$ cat src/rtl/hazard_ctrl.sv
// hazard_ctrl: keeps shadow records of the instructions in EX/MEM/WB and
// drives the stall, flush and forwarding controls of the pipeline.
// Also counts hazard stall cycles, saturating, for performance debug.
module hazard_ctrl #(
    parameter int REG_ADDR_WIDTH = 5,
    parameter int CNT_WIDTH      = 16
) (
    input  logic                      clk,
    input  logic                      rst,
    input  logic                      id_valid,
    input  logic [REG_ADDR_WIDTH-1:0] rs1_ID,
    input  logic [REG_ADDR_WIDTH-1:0] rs2_ID,
    input  logic                      rs1_used_ID,
    input  logic                      rs2_used_ID,
    input  logic [REG_ADDR_WIDTH-1:0] rd_ID,
    input  logic                      reg_write_ID,
    input  logic [1:0]                result_sel_ID,
    input  logic                      redirect_EX,
    input  logic                      mem_ready,
    input  logic                      stall_cnt_clr,
    output logic                      stall_IF,
    output logic                      stall_ID,
    output logic                      flush_ID,
    output logic                      flush_EX,
    output logic [1:0]                fwd_sel_0_EX,
    output logic [1:0]                fwd_sel_1_EX,
    output logic [CNT_WIDTH-1:0]      stall_cnt
);

    // EX record; only EX needs is_load (load-use) and the source fields (forwarding)
    logic                      ex_valid_q, ex_rw_q, ex_ld_q, ex_u1_q, ex_u2_q;
    logic [REG_ADDR_WIDTH-1:0] ex_rd_q, ex_rs1_q, ex_rs2_q;
    logic                      ex_valid_d;
    // MEM/WB records only act as forwarding sources
    logic                      mem_valid_q, mem_rw_q, wb_valid_q, wb_rw_q;
    logic [REG_ADDR_WIDTH-1:0] mem_rd_q, wb_rd_q;
    logic [CNT_WIDTH-1:0]      cnt_q, cnt_d;

    logic ex_wr, mem_wr, wb_wr, load_use, count_en;

    // x0 is hardwired zero, so it never produces a hazard or forward
    assign ex_wr  = ex_valid_q  && ex_rw_q  && (ex_rd_q  != '0);
    assign mem_wr = mem_valid_q && mem_rw_q && (mem_rd_q != '0);
    assign wb_wr  = wb_valid_q  && wb_rw_q  && (wb_rd_q  != '0);

    assign load_use = ex_wr && ex_ld_q && id_valid &&
                      ((rs1_used_ID && (rs1_ID == ex_rd_q)) ||
                       (rs2_used_ID && (rs2_ID == ex_rd_q)));

    // stall/flush priority: freeze > redirect > load-use
    always_comb begin
        stall_IF = 1'b0;
        stall_ID = 1'b0;
        flush_ID = 1'b0;
        flush_EX = 1'b0;
        count_en = 1'b0;
        if (!mem_ready) begin
            stall_IF = 1'b1;
            stall_ID = 1'b1;
            count_en = 1'b1;
        end else if (redirect_EX) begin
            flush_ID = 1'b1;
            flush_EX = 1'b1;
        end else if (load_use) begin
            stall_IF = 1'b1;
            stall_ID = 1'b1;
            flush_EX = 1'b1;
            count_en = 1'b1;
        end
    end

    // operand forwarding: the younger MEM result wins over WB
    always_comb begin
        fwd_sel_0_EX = 2'b00;
        fwd_sel_1_EX = 2'b00;
        if (ex_valid_q && ex_u1_q) begin
            if (mem_wr && (mem_rd_q == ex_rs1_q))     fwd_sel_0_EX = 2'b10;
            else if (wb_wr && (wb_rd_q == ex_rs1_q))  fwd_sel_0_EX = 2'b01;
        end
        if (ex_valid_q && ex_u2_q) begin
            if (mem_wr && (mem_rd_q == ex_rs2_q))     fwd_sel_1_EX = 2'b10;
            else if (wb_wr && (wb_rd_q == ex_rs2_q))  fwd_sel_1_EX = 2'b01;
        end
    end

    assign ex_valid_d = id_valid && !flush_EX;

    // shadow pipeline advances only when memory lets the pipeline move
    always_ff @(posedge clk or posedge rst) begin
        if (rst) begin
            ex_valid_q  <= 1'b0;
            ex_rw_q     <= 1'b0;
            ex_ld_q     <= 1'b0;
            ex_u1_q     <= 1'b0;
            ex_u2_q     <= 1'b0;
            ex_rd_q     <= '0;
            ex_rs1_q    <= '0;
            ex_rs2_q    <= '0;
            mem_valid_q <= 1'b0;
            mem_rw_q    <= 1'b0;
            mem_rd_q    <= '0;
            wb_valid_q  <= 1'b0;
            wb_rw_q     <= 1'b0;
            wb_rd_q     <= '0;
        end else if (mem_ready) begin
            wb_valid_q  <= mem_valid_q;
            wb_rw_q     <= mem_rw_q;
            wb_rd_q     <= mem_rd_q;
            mem_valid_q <= ex_valid_q;
            mem_rw_q    <= ex_rw_q;
            mem_rd_q    <= ex_rd_q;
            // a bubble carries no write, load or source usage
            ex_valid_q  <= ex_valid_d;
            ex_rw_q     <= ex_valid_d && reg_write_ID;
            ex_ld_q     <= ex_valid_d && (result_sel_ID == 2'b01);
            ex_u1_q     <= ex_valid_d && rs1_used_ID;
            ex_u2_q     <= ex_valid_d && rs2_used_ID;
            ex_rd_q     <= rd_ID;
            ex_rs1_q    <= rs1_ID;
            ex_rs2_q    <= rs2_ID;
        end
    end

    // saturating stall counter; clear beats increment
    always_comb begin
        cnt_d = cnt_q;
        if (stall_cnt_clr)           cnt_d = '0;
        else if (count_en && !(&cnt_q)) cnt_d = cnt_q + 1'b1;
    end

    // stall counter register
    always_ff @(posedge clk or posedge rst) begin
        if (rst) cnt_q <= '0;
        else     cnt_q <= cnt_d;
    end

    assign stall_cnt = cnt_q;

endmodule

$ cat config.mk
export PLATFORM = sky130hd
export DESIGN_NAME = hazard_ctrl
export DESIGN_NICKNAME = d
export VERILOG_FILES = /design/src/rtl/hazard_ctrl.sv
export SDC_FILE = /design/constraint.sdc
export NUM_CORES = 1
export LEC_CHECK = 0
export ABC_AREA = 1
export BUFFER_PORTS_ARGS = -buffer_cell sky130_fd_sc_hd__buf_4
export CAP_MARGIN = 20
export CORE_MARGIN = 8
export CORE_UTILIZATION = 54
export DETAILED_ROUTE_END_ITERATION = 6
export PLACE_DENSITY = 0.77
export SETUP_SLACK_MARGIN = 0.4
export SLEW_MARGIN = 10
export SYNTH_ARGS = -nofsm -noshare
export SYNTH_HDL_FRONTEND = slang
export SYNTH_SLANG_ARGS = --single-unit
$ cat constraint.sdc
create_clock -name clk -period 2.6 [get_ports clk]
set_input_delay 0.39 -clock clk [delete_from_list [all_inputs] [get_ports clk]]
set_output_delay 0.39 -clock clk [all_outputs]
set_load 0.02 [all_outputs]
# Word-level counts from Yosys, hierarchy flattened
# Index checks and enable logic that the tools add are counted.
# op_classes
n_addsub	1
n_bitwise	0
mul	0
n_mux	15
reduce_logical	31
shift	0
eq_ne	7
n_div	0
magnitude_cmp	0
# op_table
op	n
$mux W16	2
$eq A5 B5 Y1	6
$logic_and A1 B1 Y1	23
$add A16 B1 Y16 const B	1
$reduce_and A16 Y1	1
$reduce_bool A5 Y1	3
$mux W1	9
$mux W2	4
$eq A2 B1 Y1 const B	1
$logic_not A1 Y1	2
$reduce_bool A2 Y1	1
$logic_or A1 B1 Y1	1
# totals
latchBits	0
out_inout_bits	24
romBits	0
mem_count	0
ram_bits	0
register_bits	50

# Logic depth before layout (Yosys ltp)
# depth
word_depth	11
depth_mapped	12
mapped_depth_nobuf	11

# Least setup slack after synthesis
# Ideal clock, no wire load.
# synth_timing
path_kind	register to output
startpoint	register mem_rd_q[3]
endpoint	output fwd_sel_0_EX[1]
required_ns	2.210
path_buffers	0
arrival_ns	1.423
path_slack_ns	0.787
path_stages_with_launch	5
path_cell_list	dfrtp_1 -> xor2_1 -> nor4_1 -> nand2_1 -> nor3_1
# synth_between
elab_chain_cells	5
elab_cells_between_ends	6
cone_classes	eq/ne (1); mux (2); reduce/logical (3)
# synth_rtl
item	line	source
from (decl)	36	logic [REG_ADDR_WIDTH-1:0] mem_rd_q, wb_rd_q;
from (signal assigned)	111	mem_rd_q <= ex_rd_q;
$reduce_bool A5 Y1	43	assign mem_wr = mem_valid_q && mem_rw_q && (mem_rd_q != '0);
$logic_and A1 B1 Y1	43	
$logic_and A1 B1 Y1 *	77	if (mem_wr && (mem_rd_q == ex_rs1_q)) fwd_sel_0_EX = 2'b10;
$mux W2 *	77	
$mux W2 *	76	if (ex_valid_q && ex_u1_q) begin
to (decl)	25	output logic [1:0] fwd_sel_0_EX,
# Mark *: on every way between the ends. The rest lies on a longest branch, timed or not.

# Final worst setup path
# layout_timing
startpoint	register ex_rd_q[4]
endpoint	output stall_IF
# layout_between
elab_chain_cells	8
elab_cells_between_ends	13
cone_classes	eq/ne (2); mux (3); reduce/logical (8)
# layout_rtl
item	line	source
from (decl)	32	logic [REG_ADDR_WIDTH-1:0] ex_rd_q, ex_rs1_q, ex_rs2_q;
from (signal assigned)	118	ex_rd_q <= rd_ID;
$reduce_bool A5 Y1	42	assign ex_wr = ex_valid_q && ex_rw_q && (ex_rd_q != '0);
$logic_and A1 B1 Y1	42	
$logic_and A1 B1 Y1 (2 in a row)	46	assign load_use = ex_wr && ex_ld_q && id_valid &&
$logic_and A1 B1 Y1 *	46	
$mux W1 *	64	end else if (load_use) begin
$mux W1 *	61	end else if (redirect_EX) begin
$mux W1 *	57	if (!mem_ready) begin
to (decl)	21	output logic stall_IF,
# Marked as above.

==> impl_metrics.env <==
export IMPL_highest_achievable_clock_rate_mhz=458
export IMPL_sequential_cell_area_sq_mm=0.00125
export IMPL_synth_top_cell_area_share=0.435
export IMPL_place_worst_setup_slack_ps=636
export IMPL_drt_iter0_markers=187
export IMPL_final_setup_tns_ps=0
export IMPL_synthesis_nets=421
export IMPL_grt_setup_unrepaired="true"
export IMPL_power_switching_mw=0.490
export IMPL_clock_latency_ps=310
export IMPL_critical_path_cell_by_cell="inv_1, nand2_1, nand2_1, nor2_1, nand3_1, nand2_1, nand3_1, nand2_4, buf_4"
export IMPL_finalHoldViolations=0
export IMPL_synth_area_in_compound_gates=0.0722
export IMPL_syn_mean_instance_area_sq_um=7.30
export IMPL_final_nets=478
export IMPL_report_final_slew_viol_count=0
export IMPL_yosysMostFrequentCell="sky130_fd_sc_hd__nand2_1"
export IMPL_ant_nets=0
export IMPL_timing_max_slew_rel_slack=0.381
export IMPL_floorplan_initialDensity=0.560
export IMPL_syn_inst=394
export IMPL_coreArea_sq_mm=0.00514
export IMPL_areaGrowthSynthToFinish_pct=21.5
export IMPL_worst_path_most_repeated_cell="sky130_fd_sc_hd__nand2_1"
export IMPL_grt_antenna_before_repair=0
export IMPL_critical_path_class="flip-flop to primary output"
export IMPL_synth_common_cells="sky130_fd_sc_hd__nand2_1 (114), sky130_fd_sc_hd__inv_1 (57), sky130_fd_sc_hd__dfrtp_1 (50), sky130_fd_sc_hd__nand3_1 (33), sky130_fd_sc_hd__o21ai_0 (33)"
export IMPL_drive_gt1_frac=0.179
export IMPL_crit_family="simple AND/OR/NAND/NOR gates"
export IMPL_ys_seq_elements=50
export IMPL_worst_path_max_fanout=9
export IMPL_worst_margin_slew_ps=927
export IMPL_floorplan_die_area_sq_mm=0.00792
export IMPL_buffer_ports_inserted=49
export IMPL_cp_slowest_stage_delay_ps=420
export IMPL_place_congestion=0.892
export IMPL_numCtsBuffers=5
export IMPL_yosys_area_share_xor_xnor=0.0670
export IMPL_reg_to_reg_setup_timing_slack_ps=610
export IMPL_total_power_mw=1.65
export IMPL_grt_usage=0.196
export IMPL_drtPass1Iterations=5
export IMPL_drcViolationCount=0
export IMPL_yosys_area_top_type="sky130_fd_sc_hd__dfrtp_1"
export IMPL_ys_dominant_reg_cell="sky130_fd_sc_hd__dfrtp_1"
export IMPL_relative_contribution_of_combinational_cells_to_total_power=0.176
export IMPL_min_period_over_period=0.840
export IMPL_ys_top_cells_by_area="sky130_fd_sc_hd__dfrtp_1 (43%), sky130_fd_sc_hd__nand2_1 (15%), sky130_fd_sc_hd__inv_1 (7.4%)"
export IMPL_antenna_cells_inserted=0
export IMPL_synth_cell_types=25
export IMPL_power_sequential_fraction=0.537
export IMPL_multi_input_comb_area_sq_mm=0.00137
export IMPL_p_int_mw=1.16
export IMPL_cts_hold_buffers=0
export IMPL_grt_first_pass_wirelength_mm=12.2
export IMPL_synthesis_yosys_warnings=0
export IMPL_floorplan_die_height_microns=89
export IMPL_clock_path_buffers=2
export IMPL_number_of_flops_mapped_to_enable_cells_by_yosys=0
export IMPL_setup_slack_ps=415
export IMPL_worstReg2RegEnd="stall_cnt[4]$_DFFE_PP0P_"
export IMPL_boundaryPins=50
export IMPL_slowest_cell_on_the_critical_path="sky130_fd_sc_hd__dfrtp_1"
export IMPL_max_cap_viol_count=0
export IMPL_endpoint_kind="primary output"
export IMPL_clk_root_buffer_cell="sky130_fd_sc_hd__clkbuf_8"
export IMPL_viasPerCell=5.27
export IMPL_final_period_minus_worst_setup_slack_ps=2180
export IMPL_finalWirelength_mm=7.65
export IMPL_synth_async_reset_ratio=1.00
export IMPL_hold_path_class="input port to asynchronous set/reset pin"
export IMPL_first_global_vias=2580
export IMPL_num_rows=26
export IMPL_switching_share=0.297
export IMPL_clkTransAtPathRegs_ps=90
export IMPL_tritoncts_num_sinks=50
export IMPL_die_width_microns=89
export IMPL_dp_hpwl_mm=5.44
export IMPL_finClkSkew_ps=12.3
export IMPL_main_combinational_cell_family_by_area_after_synthesis="simple AND/OR/NAND/NOR gates"
export IMPL_yosys_mux_area_fraction=0
export IMPL_cts_htree_levels=2
export IMPL_p_leak_nw=1.94
export IMPL_critical_path_startpoint_type="flip-flop"
export IMPL_yosysSeqAreaShare=0.435
export IMPL_ir_drop_mv=0.280
export IMPL_grt_start_max_net_pins=33
export IMPL_via_count=2751
export IMPL_synthesis_area_sq_mm=0.00288
export IMPL_status="finished, final reports clean"
export IMPL_power_clock_fraction=0.287
export IMPL_critical_path_buf_inv_count=2
export IMPL_power_density_cell_area_mw_per_mm2=472
export IMPL_worstReg2RegStart="ex_rd_q[4]$_DFFE_PP0P_"
export IMPL_timing_critical_path_required_ps=2210
export IMPL_avgRoutedWirePerCell_microns=14.7
export IMPL_post_synth_and_or_nand_nor_area_fraction=0.324
export IMPL_synth_fa_ha_area_frac=0.00435
export IMPL_cp_data_arrival_time_ps=1790
export IMPL_global_route_overflow_total=0
export IMPL_r2r_worst_path_cells=13
export IMPL_final_setup_viol_count=0
export IMPL_n_fill_cell=479
export IMPL_clock_tree_from_tritoncts="built"
cell type report:
cell class                      count  share of cell area
Multi-Input combinational cell    273               0.392
Sequential cell                    50               0.358
Timing Repair Buffer               64               0.137
Inverter                           57              0.0612
Tap cell                           70              0.0251
Clock buffer                        7              0.0247
Clock inverter                      1             0.00143
power groups by stage:
stage | Clock, mW | Combinational (mW) | Sequential, mW
after global routing | 0.512 | 0.325 | 0.894
after detailed placement | 0 | 0.267 | 0.901
after global placement | 0 | 0.261 | 0.899
after floorplan | 0 | 0.176 | 0.889
final | 0.475 | 0.290 | 0.887
after CTS | 0.482 | 0.268 | 0.886
registers in the layout, indices dropped and copies added (netlist names):
| register | cells |
|---|---|
| ex_rw_q | 1 |
| wb_rd_q | 5 |
| ex_rd_q | 5 |
| ex_rs1_q | 5 |
| ex_valid_q | 1 |
| wb_valid_q | 1 |
| mem_valid_q | 1 |
| ex_u2_q | 1 |
| mem_rd_q | 5 |
| ex_u1_q | 1 |
| mem_rw_q | 1 |
| ex_ld_q | 1 |
| wb_rw_q | 1 |
| ex_rs2_q | 5 |
| stall_cnt | 16 |
routing by layer:
metal  wire length, microns  global-route usage  part of all wire
met2                   3570               0.298              0.47
met1                   3650               0.272              0.48
met5                      0                   0                 0
met3                    325              0.0404             0.042
met4                    110              0.0574             0.014
stage by stage:
stage | cells | util | hold slack (ps) | cell area [sq um]
finish | 522 | 0.680 | 147 | 3500
floorplan | 394 | - | 449 | 2880
CTS | 512 | 0.660 | 151 | 3390
detailed placement | 504 | 0.643 | 476 | 3300
global placement | 504 | 0.643 | 467 | 3300
global route | 522 | 0.680 | 179 | 3500
worst register-to-register path: stages, from the launching register on:
cell and delay (ps):
sky130_fd_sc_hd__dfrtp_1 420, sky130_fd_sc_hd__inv_1 110, sky130_fd_sc_hd__nand2_1 80, sky130_fd_sc_hd__nand2_1 60, sky130_fd_sc_hd__nor2_1 110, sky130_fd_sc_hd__nand3_1 80
sky130_fd_sc_hd__nand2_1 100, sky130_fd_sc_hd__nand3_1 170, sky130_fd_sc_hd__nand2_4 190, sky130_fd_sc_hd__buf_4 140, sky130_fd_sc_hd__buf_4 110, sky130_fd_sc_hd__nand2_4 120
sky130_fd_sc_hd__nand3_1 110, sky130_fd_sc_hd__nand2_1 70
worst max-delay path by stage:
| stage | startpoint | end | slack (ps) | cells after the start |
|---|---|---|---|---|
| 6_report | ex_rd_q[4]$_DFFE_PP0P_ | stall_IF | 420 | 9 |
| 4_1_cts | ex_rd_q[4]$_DFFE_PP0P_ | stall_IF | 410 | 9 |
| 3_5_place_dp | stall_cnt[0]$_DFFE_PP0P_ | stall_cnt[7]$_DFFE_PP0P_ | 640 | 9 |
| 3_3_place_gp | stall_cnt[0]$_DFFE_PP0P_ | stall_cnt[15]$_DFFE_PP0P_ | 730 | 9 |
| 2_1_floorplan | mem_rd_q[3]$_DFFE_PP0P_ | fwd_sel_0_EX[1] | 790 | 4 |
| 5_1_grt | ex_rd_q[4]$_DFFE_PP0P_ | stall_ID | 280 | 9 |
cells in the final DEF, fill, tap and decap left out, types with 2 or more instances in the layout:
| cell type | count |
|---|---|
| sky130_fd_sc_hd__nor4_2 | 2 |
| sky130_fd_sc_hd__nor2_1 | 26 |
| sky130_fd_sc_hd__nor4_1 | 2 |
| sky130_fd_sc_hd__nor3_1 | 3 |
| sky130_fd_sc_hd__xnor2_1 | 5 |
| sky130_fd_sc_hd__nand2_1 | 114 |
| sky130_fd_sc_hd__xor2_1 | 17 |
| sky130_fd_sc_hd__o21bai_1 | 2 |
| sky130_fd_sc_hd__a21oi_1 | 3 |
| sky130_fd_sc_hd__o21ai_0 | 33 |
| sky130_fd_sc_hd__buf_4 | 64 |
| sky130_fd_sc_hd__nand2_4 | 3 |
| sky130_fd_sc_hd__inv_1 | 56 |
| sky130_fd_sc_hd__dfrtp_1 | 50 |
| sky130_fd_sc_hd__clkbuf_8 | 6 |
| sky130_fd_sc_hd__nand4_1 | 24 |
| sky130_fd_sc_hd__nand3_1 | 33 |
timing repair:
action,in CTS,in global routing
endpoints found under the setup margin,0,22
setup buffers,0,10
resized for setup,0,5
cells by family after synthesis:
logic type / count (synthesis)
compound gates: 40
simple gates: 210
buf+inv: 71
flops: 50
fa+ha+maj: 1
xor+xnor: 22
Power figures use the tool's default switching activity.
